===== src/rtl/can_stuff_seq.sv =====
// CAN bit stuffing sequencer: TX inserts complementary stuff bits from SOF through CRC,
// RX removes and checks them, then both paths run unstuffed until end of frame.
module can_stuff_seq #(
  parameter int unsigned STUFF_LEN = 5
) (
  input  logic clock,
  input  logic reset,
  input  logic bit_tick,
  input  logic src_bit,
  input  logic src_valid,
  input  logic src_stuff_end,
  input  logic src_last,
  output logic src_ready,
  output logic tx_bit,
  output logic tx_stuff,
  output logic tx_busy,
  output logic tx_underrun,
  input  logic tx_start,
  input  logic rx_bit,
  input  logic rx_start,
  input  logic rx_stuff_end,
  input  logic rx_stop,
  output logic rx_data,
  output logic rx_data_valid,
  output logic stuff_error
);

  localparam int unsigned RUN_W = $clog2(STUFF_LEN + 1);
  localparam logic [RUN_W-1:0] RUN_MAX = RUN_W'(STUFF_LEN);
  localparam logic [RUN_W-1:0] RUN_ONE = RUN_W'(1);

  typedef enum logic [1:0] {T_IDLE, T_STUFF, T_PLAIN} tx_state_e;
  typedef enum logic [1:0] {R_IDLE, R_STUFF, R_PLAIN} rx_state_e;

  // Saturating run-length update shared by both paths.
  function automatic logic [RUN_W-1:0] run_step(input logic [RUN_W-1:0] run,
                                                input logic last, input logic b);
    if (b != last)         return RUN_ONE;
    else if (run == RUN_MAX) return RUN_MAX;
    else                   return run + RUN_ONE;
  endfunction

  // ---------------- transmit path ----------------
  tx_state_e        tx_state_q, tx_state_d;
  logic [RUN_W-1:0] tx_run_q, tx_run_d, tx_run_cur, tx_run_new;
  logic             tx_last_q, tx_last_d;
  logic             tx_bit_q, tx_bit_d;
  logic             tx_stuff_q, tx_stuff_d;
  logic             tx_underrun_q, tx_underrun_d;
  logic             tx_tail_q, tx_tail_d;   // stuff bit owed after the final CRC bit
  logic             tx_done_q, tx_done_d;   // last frame bit is on the bus
  logic             tx_active, tx_stuff_due;

  // A start tick behaves as T_STUFF with an empty run.
  assign tx_run_cur   = (tx_state_q == T_IDLE) ? '0 : tx_run_q;
  assign tx_run_new   = run_step(tx_run_cur, tx_last_q, src_bit);
  assign tx_active    = (tx_state_q == T_IDLE) ? tx_start : !tx_done_q;
  assign tx_stuff_due = (tx_state_q == T_STUFF) && (tx_run_q == RUN_MAX);
  assign src_ready    = bit_tick && tx_active && !tx_stuff_due;

  // NOTE: every next-state signal gets a default before any branch, so no latches are inferred.
  always_comb begin
    tx_state_d    = tx_state_q;
    tx_run_d      = tx_run_q;
    tx_last_d     = tx_last_q;
    tx_bit_d      = tx_bit_q;
    tx_stuff_d    = tx_stuff_q;
    tx_tail_d     = tx_tail_q;
    tx_done_d     = tx_done_q;
    tx_underrun_d = 1'b0;
    if (bit_tick) begin
      tx_stuff_d = 1'b0;
      if (tx_state_q == T_IDLE && !tx_start) begin
        tx_bit_d = 1'b1;
      end else if (tx_done_q) begin
        tx_state_d = T_IDLE;
        tx_bit_d   = 1'b1;
        tx_done_d  = 1'b0;
      end else if (tx_stuff_due) begin
        tx_bit_d   = ~tx_last_q;
        tx_stuff_d = 1'b1;
        tx_run_d   = RUN_ONE;
        tx_last_d  = ~tx_last_q;
        if (tx_tail_q) begin
          tx_state_d = T_PLAIN;
          tx_tail_d  = 1'b0;
        end
      end else if (!src_valid) begin
        tx_underrun_d = 1'b1;
        tx_state_d    = T_IDLE;
        tx_bit_d      = 1'b1;
        tx_tail_d     = 1'b0;
      end else begin
        tx_bit_d  = src_bit;
        tx_last_d = src_bit;
        tx_run_d  = tx_run_new;
        if (tx_state_q == T_PLAIN) begin
          tx_done_d = src_last;
        end else begin
          tx_state_d = T_STUFF;
          if (src_stuff_end) begin
            if (tx_run_new == RUN_MAX) tx_tail_d  = 1'b1;
            else                       tx_state_d = T_PLAIN;
          end
        end
      end
    end
  end

  // NOTE: state registers use non-blocking assignments so every flop samples pre-edge values.
  always_ff @(posedge clock) begin
    if (reset) begin
      tx_state_q    <= T_IDLE;
      tx_run_q      <= '0;
      tx_last_q     <= 1'b1;
      tx_bit_q      <= 1'b1;
      tx_stuff_q    <= 1'b0;
      tx_underrun_q <= 1'b0;
      tx_tail_q     <= 1'b0;
      tx_done_q     <= 1'b0;
    end else begin
      tx_state_q    <= tx_state_d;
      tx_run_q      <= tx_run_d;
      tx_last_q     <= tx_last_d;
      tx_bit_q      <= tx_bit_d;
      tx_stuff_q    <= tx_stuff_d;
      tx_underrun_q <= tx_underrun_d;
      tx_tail_q     <= tx_tail_d;
      tx_done_q     <= tx_done_d;
    end
  end

  assign tx_bit      = tx_bit_q;
  assign tx_stuff    = tx_stuff_q;
  assign tx_busy     = (tx_state_q != T_IDLE);
  assign tx_underrun = tx_underrun_q;

  // ---------------- receive path ----------------
  rx_state_e        rx_state_q, rx_state_d;
  logic [RUN_W-1:0] rx_run_q, rx_run_d;
  logic             rx_last_q, rx_last_d;
  logic             rx_data_q, rx_data_d;
  logic             rx_valid_q, rx_valid_d;
  logic             rx_err_q, rx_err_d;
  logic             rx_stuff_due;

  assign rx_stuff_due = (rx_state_q == R_STUFF) && (rx_run_q == RUN_MAX);

  always_comb begin
    rx_state_d = rx_state_q;
    rx_run_d   = rx_run_q;
    rx_last_d  = rx_last_q;
    rx_data_d  = rx_data_q;
    rx_valid_d = 1'b0;
    rx_err_d   = 1'b0;
    if (rx_start) begin
      rx_state_d = R_STUFF;
      rx_run_d   = '0;
      rx_last_d  = 1'b1;
    end else if (rx_stop) begin
      rx_state_d = R_IDLE;
    end else begin
      case (rx_state_q)
        R_STUFF: begin
          if (rx_stuff_due) begin
            // A pending stuff bit is checked even once the stuffed region has ended.
            if (bit_tick) begin
              if (rx_bit == rx_last_q) begin
                rx_err_d   = 1'b1;
                rx_state_d = R_IDLE;
              end else begin
                rx_run_d  = RUN_ONE;
                rx_last_d = rx_bit;
                if (rx_stuff_end) rx_state_d = R_PLAIN;
              end
            end
          end else begin
            if (bit_tick) begin
              rx_data_d  = rx_bit;
              rx_valid_d = 1'b1;
              rx_run_d   = run_step(rx_run_q, rx_last_q, rx_bit);
              rx_last_d  = rx_bit;
            end
            if (rx_stuff_end) rx_state_d = R_PLAIN;
          end
        end
        R_PLAIN: begin
          if (bit_tick) begin
            rx_data_d  = rx_bit;
            rx_valid_d = 1'b1;
          end
        end
        default: ;
      endcase
    end
  end

  always_ff @(posedge clock) begin
    if (reset) begin
      rx_state_q <= R_IDLE;
      rx_run_q   <= '0;
      rx_last_q  <= 1'b1;
      rx_data_q  <= 1'b1;
      rx_valid_q <= 1'b0;
      rx_err_q   <= 1'b0;
    end else begin
      rx_state_q <= rx_state_d;
      rx_run_q   <= rx_run_d;
      rx_last_q  <= rx_last_d;
      rx_data_q  <= rx_data_d;
      rx_valid_q <= rx_valid_d;
      rx_err_q   <= rx_err_d;
    end
  end

  assign rx_data       = rx_data_q;
  assign rx_data_valid = rx_valid_q;
  assign stuff_error   = rx_err_q;

endmodule


===== config.mk =====
export PLATFORM = sky130hd
export DESIGN_NAME = can_stuff_seq
export DESIGN_NICKNAME = d
export VERILOG_FILES = /design/src/rtl/can_stuff_seq.sv
export SDC_FILE = /design/constraint.sdc
export NUM_CORES = 1
export LEC_CHECK = 0
export ABC_CLOCK_PERIOD_IN_PS = 3560
export CORE_MARGIN = 5
export CORE_UTILIZATION = 30
export CTS_CLUSTER_SIZE = 8
export DETAILED_ROUTE_END_ITERATION = 8
export PLACE_DENSITY = 0.53
export RECOVER_POWER = 25
export SETUP_SLACK_MARGIN = 0.02
export SYNTH_ARGS = -nofsm -noshare
export SYNTH_HDL_FRONTEND = slang
export SYNTH_SLANG_ARGS = --single-unit
export TNS_END_PERCENT = 1

===== constraint.sdc =====
create_clock -name clock -period 3.56 [get_ports clock]
set_input_delay 0.534 -clock clock [delete_from_list [all_inputs] [get_ports clock]]
set_output_delay 0.534 -clock clock [all_outputs]
set_load 0.02 [all_outputs]

== Word-level counts from Yosys, hierarchy flattened ==
Index checks and enable logic that the tools add are counted.
Storage, ports and cells
  output and inout port bits: 8
  register bits after elaboration: 20
Operators by class
  bitwise operators: 8
  add/sub/neg operators: 2
  multiplexer cells: 56
  equality and inequality tests: 20
  reduce and logical (&&, ||, !) cells: 25
Operators with widths (number)
  3-bit two-way mux: 11
  1-bit two-way mux: 32
  2-bit two-way mux: 11
  4-bit AND reduction: 4
  3-bit equality test (second input constant): 4
  4-bit != test (second input constant): 2
  1-bit NOT: 8
  3-bit by 1-bit adder with 3-bit output (second input constant): 2
  2-bit != test (second input constant): 3
  3-bit by 1-bit != test with 1-bit output (second input constant): 2
  3-bit != test (second input constant): 2
  2-bit AND reduction: 3
  6-bit AND reduction: 1
  2-bit nonzero test: 3
  6-bit OR reduction: 1
  1-bit logical AND: 5
  5-bit OR reduction: 1
  2-bit by 1-bit equality test with 1-bit output (second input constant): 2
  2-bit equality test (second input constant): 2
  1-bit one-hot mux with 2 select lines: 2
  1-bit logical NOT: 3
  3-bit nonzero test: 1
  3-bit OR reduction: 1
  2-bit logical NOT: 1
  3 further kinds: 4

== Depth between registers and ports, before layout ==
  depth after elaboration: 12
  mapped depth: 6
  mapped depth without buffers: 6

== Least setup slack after synthesis ==
Ideal clock, no wire load.
  path kind: input to output
  start: in bit_tick
  end: out src_ready
  buffers on the path: 1
  stages: 3
  slack: 1.638 ns
  required time: 3.026 ns
  arrival time: 1.388 ns
  path through: buf_2 -> o31ai_2 -> a211oi_1
Between the ends
  longest elaborated chain between the ends: 2
RTL lines
  from (decl): RTL line 8  | input logic bit_tick,
  1-bit logical AND (2 in a row): RTL line 59  | assign src_ready = bit_tick && tx_active && !tx_stuff_due;
  to (decl): RTL line 13  | output logic src_ready,
Every way passes these cells.

== Worst setup path in the final report ==
Ends and elaborated chain as after synthesis.

==> impl_metrics.toml <==
[cells_and_area]
layout-drive-gt1-share = 0.0667
final_util = 0.389
mostFrequentLayoutCells = "dfxtp_1 (20), clkdlybuf4s50_1 (16), a21oi_1 (14)"
diodes = 0
area_growth_pct = 26.9
layout_commonest_cell = "dfxtp_1"
fin_nets = 165
design_area_mm2 = 0.00140

[yosys]
synth_cell_type_count = 46
avgSynthCellArea_um2 = 8.44
yosysTopAreaCell = "dfxtp_1"
yosysSeqAreaShare = 0.362
ys_warn_count = 0
synth_top_area_frac = 0.362
netlist_instances = 131
yosys-top-cells-area = "dfxtp_1 (36%), a21oi_1 (6.3%), inv_1 (3.1%)"
synth_area_mm2 = 0.00111
ys.flop_type = "dfxtp_1"
synthesis.nets = 145
synth_edf_count = 0
ys_seq_elements = 20
ys_async_sr_fraction = 0

[worst_setup_path]
rr_startpoint = "rx_state_q[1]"
critical_path.startpoint_type = "primary input"
r2r_setup_slack_ns = 2.00
reg2reg_to = "rx_state_q[1]"
reg2reg_depth = 5
required_ns = 3.03
worstSetupPathType = "in -> out"
arrival_ns = 2.22
critPathMaxFanout = 10
end_kind = "output pin"

[global_route]
grt_antenna_before_repair = 0
grt-ovfl-total = 0
grt_pass1_vias = 1031
grt_busiest_layer = "met2"
grt_use_met3 = 0.0355
grt_max_degree = 19
grt_pass1_wl_mm = 4.42
gr-usage-all-layers = 0.109
use_met2 = 0.193
grt.met1_usage = 0.124

[timing]
fin_skew_ns = 0.00557
finalSetupViolCount = 0
holdWs_ns = 0.515
rsz0062_at_grt = "false"
relSlewSlack = 0.503
slew_viol_final = 0
finalWorstSetupSlack_ns = 0.808
tns_ns = 0
hold_viol = 0
max_freq_mhz = 363
post-route-min-period_ns = 2.75
period_share = 0.773
tightestPinTransition_ns = 0.743

[drt]
wl_mm = 2.61
wl_per_cell_um = 13.2
first_pass_iters = 4
via_count = 1040
via_per_inst = 5.25
first_iter_violations = 62
drc = 0
ant_nets = 0

[clocking]
postCtsSetupBuffers = 0
cts_hold_buf = 0
cts.clk_slew.worst_paths_ns = 0.08
cts_buffer_depth = 2
cts_resized = 0
htreeDepth = 1
insertion_delay_ns = 0.26
clock_sinks = 20
cts_buffers = 3
cts_root_buffer = "clkbuf_8"
cts_tree = "built"

[floorplanning]
core-area_mm2 = 0.00361
fp.dieH_um = 70.7
rows = 22
die_area_mm2 = 0.00500
ios = 20
die_w_um = 70.7
initial_utilization = 0.307

[placement]
port_buffers = 19
place_ws_ns = 0.866
place_area_mm2 = 0.00134
hpwl_mm = 1.91
place.gp.congestion = 0.848

[status]
status = "finished, final reports clean"

[power_and_ir_drop]
ir_drop_mv = 0.247
powerDensity_mw_per_mm2 = 383
p_leak_uw = 0.000531

[worst_hold_path]
hold-path-cell-count = 2
holdPathEnd = "tx_tail_q"
hold_start = "tx_tail_q"
hold_class = "reg -> reg"

[run]
cap_violations = 0
worst max-delay path by stage:
stage | from | endpoint | slack, ns
after floorplan | bit_tick | src_ready | 1.64
after global placement | bit_tick | src_ready | 0.87
after detailed placement | bit_tick | src_ready | 0.87
after CTS | bit_tick | src_ready | 0.84
after global routing | bit_tick | src_ready | 0.69
final | bit_tick | src_ready | 0.81
metrics by stage:
stage / power, µW / cells
floorplan: 284 / 131
global placement: 314 / 194
detailed placement: 314 / 194
CTS: 545 / 198
global route: 560 / 198
finish: 538 / 198
metal layers:
layer  vias to the layer above  wire length (µm)
li1                        516                 -
met5                         -                 0
met2                        32              1260
met3                         2               149
met4                         0                18
met1                       490              1180
registers in the layout, indices dropped and copies added (netlist names), 2 cells and up:
signal,cells
rx_state_q,2
tx_state_q,2
rx_run_q,3
tx_run_q,3
cell usage after synthesis (2+ instances only):
cell type  instances
dfxtp_1           20
a21oi_1           14
inv_1              9
nor2_1             8
nand2_1            7
nor3_1             6
nor2b_1            4
o21ai_0            4
a211o_1            3
and2b_1            3
buf_2              3
nand4_1            3
a211oi_1           2
a31oi_1            2
and3_1             2
and4_1             2
ha_1               2
nand2b_1           2
nand3_1            2
nand3b_1           2
nor3b_1            2
o211a_1            2
o32ai_1            2
or2_1              2
xnor2_1            2
layout make-up:
type                    instances  area [µm²]
repair buffers                 20         198
fillers                       383        2200
multi-input cells              97         641
flip-flops and latches         20         400
clock inverters                 1        30.0
clock buffers                   3        41.3
well taps                      48        60.1
inverters                       9        33.8
kinds of logic (layout without fill, tap and decap cells):
family          after synthesis  in the layout  synth area share
simple gates                 53             53             0.287
compound gates               39             39             0.248
flops                        20             20             0.362
mux                           1              1            0.0102
xor+xnor                      2              2            0.0158
buf+inv                      14             33            0.0543
fa+ha+maj                     2              2            0.0226
where the power goes:
group / total, µW / internal (µW) / switching [µW]
Clock: 230 / 150 / 79.4
Sequential: 235 / 229 / 6.19
Combinational: 73.2 / 33.8 / 39.4
worst max-delay path: stages:
cell,delay (ns)
clkdlybuf4s50_1,0.46
buf_4,0.17
o31ai_1,0.16
a211oi_1,0.25
clkdlybuf4s50_1,0.64
Note: power is estimated with default switching activity, not from simulation.
